$ cat src/rtl/icache_fill_ctrl.sv
`default_nettype none
// ============================================================================
// Module      : icache_fill_ctrl
// Description : Instruction-cache miss refill controller. Accepts one miss,
//               picks a victim way, fetches the line from memory and writes
//               data, tag and status through the arrays' masked write ports.
//               One fill is outstanding at a time.
// Revision    : 1.0 - initial release
// ============================================================================
module icache_fill_ctrl #(
    parameter int SET_BITS_WIDTH = 4,
    parameter int TAG_WIDTH      = 8,
    parameter int NUM_WAYS       = 4,
    parameter int LINE_WIDTH     = 64
) (
    input  logic                                clk,
    input  logic                                srst,
    input  logic                                i_halt,
    input  logic [SET_BITS_WIDTH-1:0]           i_miss_set,
    input  logic [TAG_WIDTH-1:0]                i_miss_tag,
    input  logic [2*NUM_WAYS-1:0]               i_miss_sa_data,
    input  logic                                i_miss_valid,
    output logic                                o_miss_ready,
    output logic [TAG_WIDTH+SET_BITS_WIDTH-1:0] o_mem_addr,
    output logic                                o_mem_req_valid,
    input  logic                                i_mem_req_ready,
    input  logic [LINE_WIDTH-1:0]               i_mem_data,
    input  logic                                i_mem_valid,
    output logic [SET_BITS_WIDTH-1:0]           o_w_ta_set_addr,
    output logic [NUM_WAYS*TAG_WIDTH-1:0]       o_w_ta_data,
    output logic [NUM_WAYS-1:0]                 o_w_ta_mask,
    output logic                                o_w_ta_valid,
    input  logic                                i_w_ta_ready,
    output logic [SET_BITS_WIDTH-1:0]           o_w_sa_set_addr,
    output logic [2*NUM_WAYS-1:0]               o_w_sa_data,
    output logic [NUM_WAYS-1:0]                 o_w_sa_mask,
    output logic                                o_w_sa_valid,
    input  logic                                i_w_sa_ready,
    output logic [SET_BITS_WIDTH-1:0]           o_w_da_set_addr,
    output logic [1:0]                          o_w_da_way,
    output logic [LINE_WIDTH-1:0]               o_w_da_data,
    output logic                                o_w_da_valid,
    input  logic                                i_w_da_ready,
    output logic                                o_fill_done,
    output logic [1:0]                          o_fill_way
);

    localparam int c_WAY_BITS = 2;

    typedef enum logic [2:0] {
        S_IDLE  = 3'd0,
        S_REQ   = 3'd1,
        S_WAIT  = 3'd2,
        S_WRITE = 3'd3,
        S_DONE  = 3'd4
    } state_t;

    state_t                    r_state;
    state_t                    w_next_state;

    logic [SET_BITS_WIDTH-1:0] r_set;
    logic [TAG_WIDTH-1:0]      r_tag;
    logic [c_WAY_BITS-1:0]     r_victim;
    logic [NUM_WAYS-1:0]       r_mask;
    logic [c_WAY_BITS-1:0]     r_rr_ptr;
    logic [LINE_WIDTH-1:0]     r_line;
    logic [2*NUM_WAYS-1:0]     r_sa_data;
    logic                      r_ta_valid;
    logic                      r_sa_valid;
    logic                      r_da_valid;

    logic [c_WAY_BITS-1:0]     w_victim;
    logic                      w_use_rr;
    logic                      w_found_inv;
    logic                      w_found_old;
    logic [c_WAY_BITS-1:0]     w_inv_way;
    logic [c_WAY_BITS-1:0]     w_old_way;
    logic                      w_accept;
    logic                      w_ta_fire;
    logic                      w_sa_fire;
    logic                      w_da_fire;
    logic                      w_writes_done;

    // Handshakes only count while not halted; halt freezes everything.
    assign o_miss_ready  = (r_state == S_IDLE) & ~i_halt;
    assign w_accept      = i_miss_valid & o_miss_ready;
    assign w_ta_fire     = r_ta_valid & i_w_ta_ready & ~i_halt;
    assign w_sa_fire     = r_sa_valid & i_w_sa_ready & ~i_halt;
    assign w_da_fire     = r_da_valid & i_w_da_ready & ~i_halt;
    // All three ports are finished once each is either idle or completing now.
    assign w_writes_done = (~r_ta_valid | w_ta_fire) &
                           (~r_sa_valid | w_sa_fire) &
                           (~r_da_valid | w_da_fire);

    // Victim choice: lowest invalid way, else lowest non-recent way, else round-robin.
    always_comb begin
        w_found_inv = 1'b0;
        w_found_old = 1'b0;
        w_inv_way   = '0;
        w_old_way   = '0;
        w_victim    = r_rr_ptr;
        w_use_rr    = 1'b1;
        for (int i = NUM_WAYS - 1; i >= 0; i--) begin
            if (!i_miss_sa_data[2*i+1]) begin
                w_found_inv = 1'b1;
                w_inv_way   = c_WAY_BITS'(i);
            end
            if (!i_miss_sa_data[2*i]) begin
                w_found_old = 1'b1;
                w_old_way   = c_WAY_BITS'(i);
            end
        end
        if (w_found_inv) begin
            w_victim = w_inv_way;
            w_use_rr = 1'b0;
        end else if (w_found_old) begin
            w_victim = w_old_way;
            w_use_rr = 1'b0;
        end
    end

    // State register.
    always_ff @(posedge clk) begin
        if (srst) begin
            r_state <= S_IDLE;
        end else begin
            r_state <= w_next_state;
        end
    end

    // Next-state logic; halt holds the current state.
    always_comb begin
        w_next_state = r_state;
        if (!i_halt) begin
            case (r_state)
                S_IDLE:  if (w_accept)        w_next_state = S_REQ;
                S_REQ:   if (i_mem_req_ready) w_next_state = S_WAIT;
                S_WAIT:  if (i_mem_valid)     w_next_state = S_WRITE;
                S_WRITE: if (w_writes_done)   w_next_state = S_DONE;
                S_DONE:                       w_next_state = S_IDLE;
                default:                      w_next_state = S_IDLE;
            endcase
        end
    end

    // Miss capture, line capture and per-port write valids.
    always_ff @(posedge clk) begin
        if (srst) begin
            r_set      <= '0;
            r_tag      <= '0;
            r_victim   <= '0;
            r_mask     <= '0;
            r_rr_ptr   <= '0;
            r_line     <= '0;
            r_sa_data  <= '0;
            r_ta_valid <= 1'b0;
            r_sa_valid <= 1'b0;
            r_da_valid <= 1'b0;
        end else if (!i_halt) begin
            case (r_state)
                S_IDLE: begin
                    if (w_accept) begin
                        r_set    <= i_miss_set;
                        r_tag    <= i_miss_tag;
                        r_victim <= w_victim;
                        r_mask   <= {{(NUM_WAYS-1){1'b0}}, 1'b1} << w_victim;
                        if (w_use_rr) begin
                            r_rr_ptr <= r_rr_ptr + 1'b1;
                        end
                    end
                end
                S_WAIT: begin
                    if (i_mem_valid) begin
                        r_line     <= i_mem_data;
                        r_sa_data  <= {NUM_WAYS{2'b11}};
                        r_ta_valid <= 1'b1;
                        r_sa_valid <= 1'b1;
                        r_da_valid <= 1'b1;
                    end
                end
                S_WRITE: begin
                    if (w_ta_fire) r_ta_valid <= 1'b0;
                    if (w_sa_fire) r_sa_valid <= 1'b0;
                    if (w_da_fire) r_da_valid <= 1'b0;
                end
                default: ;
            endcase
        end
    end

    assign o_mem_addr      = {r_tag, r_set};
    assign o_mem_req_valid = (r_state == S_REQ);

    assign o_w_ta_set_addr = r_set;
    assign o_w_ta_data     = {NUM_WAYS{r_tag}};
    assign o_w_ta_mask     = r_mask;
    assign o_w_ta_valid    = r_ta_valid;

    assign o_w_sa_set_addr = r_set;
    assign o_w_sa_data     = r_sa_data;
    assign o_w_sa_mask     = r_mask;
    assign o_w_sa_valid    = r_sa_valid;

    assign o_w_da_set_addr = r_set;
    assign o_w_da_way      = r_victim;
    assign o_w_da_data     = r_line;
    assign o_w_da_valid    = r_da_valid;

    assign o_fill_done     = (r_state == S_DONE);
    assign o_fill_way      = r_victim;

endmodule
`default_nettype wire
$ cat config.mk
export PLATFORM = sky130hd
export DESIGN_NAME = icache_fill_ctrl
export DESIGN_NICKNAME = d
export VERILOG_FILES = /design/src/rtl/icache_fill_ctrl.sv
export SDC_FILE = /design/constraint.sdc
export NUM_CORES = 1
export LEC_CHECK = 0
export BUFFER_PORTS_ARGS = -buffer_cell sky130_fd_sc_hd__clkbuf_2
export CAP_MARGIN = 30
export CORE_UTILIZATION = 43
export DETAILED_ROUTE_END_ITERATION = 12
export HOLD_SLACK_MARGIN = 0.08
export PLACE_DENSITY_LB_ADDON = 0.2
export SETUP_SLACK_MARGIN = 0.05
export SYNTH_ARGS = -nofsm -noshare
export SYNTH_HDL_FRONTEND = slang
export SYNTH_SLANG_ARGS = --single-unit
$ cat constraint.sdc
create_clock -name clk -period 1.7 [get_ports clk]
set_clock_uncertainty 0.1 [all_clocks]
set_input_delay 0.34 -clock clk [delete_from_list [all_inputs] [get_ports clk]]
set_output_delay 0.34 -clock clk [all_outputs]
set_load 0.05 [all_outputs]
======== Word-level counts from Yosys, hierarchy flattened ========
Cells that the tools add are included.
storage, ports and cells
  flip-flop bits (word level) ............. 91
  output and inout port bits .............. 146
  word-level logic and storage cells ...... 82
cells by class
  add/sub/neg operators ................... 1
  equality and inequality tests ........... 11
  shift operators ......................... 1
  mux-type cells .......................... 32
  bitwise gates (word level) .............. 17
  reduce and logical (&&, ||, !) cells .... 9
operators with widths
  kind                 number
  $mux 2               10
  $reduce_and 4->1     4
  $mux 1               14
  $mux 3               4
  $ne 2x2->1 const B   6
  $pmux 3 s4           1
  $and 1x1->1          10
  $eq 3x2->1 const B   2
  $pmux 1 s2           3
  $reduce_and 3->1     2
  $reduce_and 5->1     1
  $not 1->1            4
  $shl 1x2->4 const A  1
  $eq 3x1->1 const B   1
  $eq 3x3->1 const B   1
  $logic_not 3->1      1
  $or 1x1->1           3
  $add 2x1->2 const B  1
  $ne 2x1->1 const B   1
  $reduce_bool 2->1    1

======== Logic depth before layout (Yosys ltp) ========
Gate-level depths: netlist (run 1).
  depth after elaboration ................. 7
  depth in mapped cells ................... 7
  depth with buffers taken out ............ 4

======== Least setup slack after synthesis (run 1) ========
Ideal clock, no wire load.
  path kind ............................... register to register
  start point ............................. reg r_state[0]
  end point ............................... reg r_state[1]
  setup time .............................. 0.067 ns
  arrival ................................. 2.036 ns
  data required time ...................... 1.533 ns
  setup slack ............................. -0.503 ns
  cell stages (with the launch flop) ...... 5
  clock period less this slack ............ 2.203 ns
  cell sequence ........................... dfxtp_1 buf_2 nor3b_1 nand3_1 nand3_1
on the way
  elaborated cells between the ends (all ways) .. 12
  those cells by class .................... eq/ne (7); mux (1); bitwise (2); reduce/logical (2)
RTL lines
  item                               line  source
  start, declared                    58    state_t r_state;
  start signal, assigned             127   r_state <= w_next_state;
  $eq 3x1->1 (*)                     -
  via o_mem_req_valid                25    output logic o_mem_req_valid,
  $ne 2x1->1 (no source line)        -
  $reduce_and 5->1 (no source line)  -
Mark *: on every way through the listed nets, which the timed path passes. The rest lies on a longest branch.
A chain may end at the register's enable or synchronous reset.

======== Final worst setup path (run 1) ========
  start point ............................. reg r_state[2]
  end point ............................... out o_miss_ready
on the way
  word-level cells in the longest chain between the ends .. 2
RTL lines
  item             line  source
  $logic_not 3->1  85    assign o_miss_ready = (r_state == S_IDLE) & ~i_halt;
  $and 1x1->1      85
  end, declared    23    output logic o_miss_ready,
Every way passes these cells.

==> out/results.txt, run 1 <==
Post-DP Area = 0.00482 mm2
Final setup margin = -55.3 ps
Critical Path Fanout Max = 2
Final Max Slew Viols = 0
Reg2reg setup slack = 150 ps
Worst-path cell chain = nor4_4 > buf_4 > buf_12
Synth area leaders = dfxtp_1 47%, nand2_1 15%, buf_4 12%
Routed WL = 9850 um
DRC Markers = 0
Relative slew slack = 0.660
Antenna Nets Post-Route = 0
Buffers on Ports = 238
Adder-Cell Fraction of Synth Area = 0
Worst path slowest cell = dfxtp_4
Worst VDD drop = 0.000545 V
CTS tree = yes
Initial Utilization = 0.443
Detailed-route via count = 3729
Required @ worst endpoint = 1260 ps
Mapped Cells = 488
Clock Tree Root = clkbuf_8
CTS clk-pin slew, worst paths = 100 ps
Seq/Total Area, Yosys = 0.473
Die area = 0.00933 mm2
Setup crit start = r_state[2]
Max-Cap Viols = 0
DRT Pass-1 Iters = 6
Met1 GRT Util = 0.232
Post-route insts no fill = 784
Library cells used by synthesis = 33
Largest net degree at the start of global routing = 37
Syn_nets = 581
Max incr delay on CP = 370 ps
Fin nets = 764
Most frequent cells in the layout = 231 x clkbuf_2, 157 x nand2_1, 88 x dfxtp_1, 83 x a21oi_1, 14 x buf_4
Layout Cell Area excl Fill = 0.00511 mm2
Measured slew at the worst slew-check pin = 509 ps
RSZ-0062 raised after global routing = yes
Worst Path Buf+Inv = 2
Clk Latency, worst-skew pair = 340 ps
Cell taking the most area after synthesis = dfxtp_1
Vias in the first global route = 3144
Core Box Area = 0.00868 mm2
WS Path Type = reg -> out
Met3 usage = 0.0587
Synth Area in Simple Gates = 0.218
Initial antenna violation count = 0
Post-Synth XOR/XNOR Area = 0.00228
Syn avg cell area = 7.88 um2
Inserted Clock Buffers = 9
Clk buf depth = 2
Synth-to-Final Area Change = 32.9%
Diode count = 0
Fill cells = 846
Tcrit/Tclk final = 1.03
DRT iter0 DRCs = 129
First-pass GRT wire length = 14500 um
P per Cell Area = 908 mW/mm2
Final Setup Violations = 2
Failing checks = setup timing
Hold Crit Class = in -> reg
Top Ports = 239
CTS H-tree depth = 3
Die extent in y = 96.6 um
Sinks on Clock Net = 91
Synth Cell Area = 0.00385 mm2
Post-synth top area share = 0.473
# rows = 34
Crit path launch type = flip-flop
FF-to-FF Start = r_state[2]
Min-delay src = i_mem_data[50]
Sequential Area = 0.00183 mm2
Overflow left after global routing = 0
Warnings, synthesis = 0
Synth Area in Compound Gates = 0.143
#FFs+latches synth = 91
Die Wd = 96.6 um
Hpwl dp = 7410 um
Multi-input gate area = 0.00146 mm2
Proportion of synthesized area in mux cells = 0
Crit. End Element = output pin
DR WL/cell = 12.6 um
Total Routing Usage GR = 0.202
Cts hold-fix bufs = 0
GP Congestion = 0.818
Outcome = complete, but fails checks
Overall power = 4640 uW
Inst Count DP = 763
Crit path time final = 1760 ps
Commonest non-fill, non-tap cell in the layout = clkbuf_2
Gr busiest metal = met2
Met2 usage in global routing = 0.359
Top Family by Delay on Critical Path = flip-flops
Final hold vios = 0
Largest family of logic cells by synthesized area = simple AND/OR/NAND/NOR gates
Leak pwr = 0.00239 uW
WP data arrival = 1320 ps
Fmax = 0.570 GHz
Layout cell share with drive strength beyond 1 = 0.429
Via density = 4.76
## what timing repair did
item,4_1_cts,5_1_grt
hold endpoints to repair,0,0
pin swaps,3,2
endpoints found under the setup margin,5,19
buffers inserted,5,0
gates resized for setup,13,13
## cell families after synthesis
logic type / after synthesis
buffers and inverters: 97
AOI/OAI and AO/OA: 101
xor gates and xnor gates: 1
and+or+nand+nor: 198
DFF: 91
## flip-flops by register name, summed over array words and instances (netlist names), 2 cells and up
name and flops:
o_w_da_data 64, r_tag 8, o_w_da_set_addr 4, o_w_sa_mask 4, r_state 3, o_fill_way 2, r_rr_ptr 2
## metal layers
metal  vias to the layer above  routed length (um)  part of all wire
li1                       1898                   -                 -
met1                      1693                4000              0.41
met2                       132                5060              0.51
met3                         6                 709             0.072
met4                         0                  74            0.0075
met5                         -                   0                 0
## path summary, 6_finish.rpt
path,end,depth (start not counted)
worst max register to register,o_w_sa_mask[0],6
worst min register to register,o_w_da_data[3],2
worst max-delay path,o_miss_ready,3
worst min-delay path,o_w_da_data[50],3
## where the power goes
part	switching [uW]	internal, uW
Clock	776	560
Sequential	61.1	2190
Combinational	744	314
## Yosys cell counts
library cell	number
o21ai_0	5
nor2_1	8
a21oi_1	83
nand3_1	8
nor2b_1	4
a221oi_1	1
o211ai_1	2
nor4_1	1
buf_4	64
or3_1	1
o31ai_1	3
a222oi_1	1
nand2_2	1
o211a_1	1
buf_2	7
dfxtp_1	91
o41ai_1	2
nand2b_1	4
a2111oi_0	1
buf_6	2
nor3b_1	2
xnor2_1	1
nor4_4	1
and3_1	2
inv_1	9
and4_1	2
a211o_1	1
nand4_1	3
nor4b_1	1
nand2_1	158
and2_1	2
clkbuf_1	15
o2111ai_1	1
## area by class of cell
| class | instances | share of cell area |
|---|---|---|
| multi-input cells | 300 | 0.286 |
| clock inverters | 5 | 0.00905 |
| clock buffers | 11 | 0.0257 |
| inverters | 9 | 0.00661 |
| flip-flops and latches | 91 | 0.358 |
| repair buffers | 260 | 0.288 |
| well taps | 108 | 0.0264 |
## metrics by stage
| step | setup TNS (ps) | setup slack, ps | hold slack, ps | utilization |
|---|---|---|---|---|
| finish | -65.3 | -55.3 | 102 | 0.589 |
| global route | -232 | -142 | 87.9 | 0.589 |
| CTS | -82.5 | -43.6 | 87.2 | 0.586 |
| detailed placement | -0.733 | -0.733 | 347 | 0.555 |
| global placement | 0 | 62.9 | 341 | 0.555 |
| floorplan | -3890 | -254 | 365 | - |
## worst min-delay path, cell delays in order
cell,delay (ps)
clkbuf_2,80
nand2_1,40
a21oi_1,50
Power figures use the tool's default switching activity.
==> run 2: changes to the inputs <==
Settings changed: CORE_ASPECT_RATIO from default to 1.2.
Clock period 1.7 ns to 1.8 ns, I/O delays scaled along.
==> run 2 against run 1 <==
The run still ends with setup timing left. Global-route usage is 0.47 points higher. Flip-flop and latch count unchanged. Via count decreased by 0.32%. Clock-buffer cell count stayed put.
==> out/results.txt, run 2 (synthesis results as in run 1) <==
CTS tree = yes
Layout cell share with drive strength beyond 1 = 0.420
Final hold vios = 0
Internal power = 3200 uW
Largest net degree at the start of global routing = 45
Crit path launch type = flip-flop
Number of flip-flops in the largest register = 64
Synth-to-Final Area Change = 31.7%
Worst Path Buf+Inv = 2
Worst VDD drop = 0.000560 V
Relative slew slack = 0.672
Sequential Power Share = 0.454
Crit path time final = 1840 ps
Hold Crit Class = in -> reg
Clk buf depth = 2
Post-Place Worst Slack = 75.6 ps
Via density = 4.73
NetSw = 1470 uW
Max incr delay on CP = 370 ps
Initial antenna violation count = 0
CTS clk-pin slew, worst paths = 90 ps
DRT Pass-1 Iters = 4
DRC Markers = 0
GP Congestion = 0.804
Total Routing Usage GR = 0.206
Vias in the first global route = 3389
Leak pwr = 0.00236 uW
DR WL/cell = 12.2 um
Overflow left after global routing = 0
RSZ-0062 raised after global routing = yes
Detailed-route via count = 3717
Antenna Nets Post-Route = 0
# rows = 37
WS Path Type = reg -> out
Die area = 0.00933 mm2
Hold Slack = 105 ps
P per Cell Area = 922 mW/mm2
Max-Cap Viols = 0
Clock Tree Root = clkbuf_8
Sinks on Clock Net = 91
Critical Path Fanout Max = 5
Die Wd = 88.4 um
Switching Share = 0.314
Most frequent cells in the layout = 234 x clkbuf_2, 158 x nand2_1, 88 x dfxtp_1, 83 x a21oi_1, 13 x clkbuf_8
Buffers on Ports = 238
Cts hold-fix bufs = 0
Crit. End Element = output pin
Worst-path cell chain = buf_6 > nor4_4 > clkbuf_8
Fin nets = 757
Final setup margin = -38.5 ps
Fmax = 0.544 GHz
Tcrit/Tclk final = 1.02
Required @ worst endpoint = 1340 ps
Final Setup Violations = 1
First-pass GRT wire length = 14900 um
Combinational power share = 0.206
Diode count = 0
Core Box Area = 0.00861 mm2
WP data arrival = 1380 ps
Worst path slowest cell = dfxtp_4
Top Family by Delay on Critical Path = flip-flops
DRT iter0 DRCs = 126
Clk Latency, worst-skew pair = 360 ps
Measured slew at the worst slew-check pin = 492 ps
Commonest non-fill, non-tap cell in the layout = clkbuf_2
Hpwl dp = 6940 um
Outcome = complete, but fails checks
Routed WL = 9560 um
Die extent in y = 106 um
Clock network power share = 0.339
Final Max Slew Viols = 0
CTS H-tree depth = 3
Failing checks = setup timing
Top Ports = 239
Initial Utilization = 0.447
Inserted Clock Buffers = 9
## run 2: changes by cell type in the layout (fill, tap and decap cells not counted), moves of 2 or more
cell        previous run  this run
nand2_2                2         0
o31ai_2                2         0
clkbuf_1               2         0
buf_12                 7         3
buf_2                  4         1
o31ai_1                1         3
clkbuf_8               9        13
bufinv_16              0         2
clkinv_4               2         0
buf_4                 14        10
clkinvlp_4             0         2
clkbuf_2             231       234
## run 2: layer usage
layer  global-route usage  part of all wire  vias up
met3               0.0532             0.077       15
met4                0.108             0.024        0
met1                0.214              0.39     1659
met2                0.371              0.51      155
met5                    0                 0        -
li1                     -                 -     1888
## run 2: final cells by class
cell class | count | area (um2)
multi-input combinational | 300 | 1440
timing repair buffer | 253 | 1380
fill | 827 | 3540
clock buffer | 11 | 151
clock inverter | 5 | 83.8
inverter | 9 | 33.8
tap | 117 | 146
sequential | 91 | 1830
## run 2: stage by stage
| step | area [um2] | TNS (ps) | total power [uW] | cells | util |
|---|---|---|---|---|---|
| final | 5070 | -38.5 | 4670 | 786 | 0.588 |
| after global placement | 4740 | 0 | 3080 | 766 | 0.551 |
| after global routing | 5070 | -98.6 | 4870 | 786 | 0.588 |
| after CTS | 5050 | -72.3 | 4720 | 786 | 0.587 |
| after detailed placement | 4740 | 0 | 3090 | 766 | 0.551 |
| after floorplan | 3870 | -1930 | 2910 | 488 | - |
## run 2: worst min-delay path, delay by kind of cell
family,cells,cell delay (ps)
buffers and inverters,1,80
and+or+nand+nor,1,40
AOI/OAI and AO/OA,1,50
## run 2: worst paths after layout
path	start	endpoint	slack (ps)	depth (start not counted)
setup / recovery	r_state[1]	o_miss_ready	-40	3
hold reg to reg	o_w_da_data[13]	o_w_da_data[13]	360	2
setup reg to reg	r_state[1]	r_rr_ptr[1]	150	6
hold / removal	i_mem_data[1]	o_w_da_data[1]	110	3
## run 2: what timing repair did
action,4_1_cts,5_1_grt
setup buffers,4,0
endpoints found under the setup margin,3,16
resized for setup,14,5
pin swaps,2,3
## run 2: power groups by stage
stage               clock, uW  sequential [uW]  combinational, uW
detailed placement          0             2170                920
CTS                      1630             2120                958
floorplan                   0             2330                579
finish                   1580             2120                964
global route             1710             2130               1030
global placement            0             2170                916
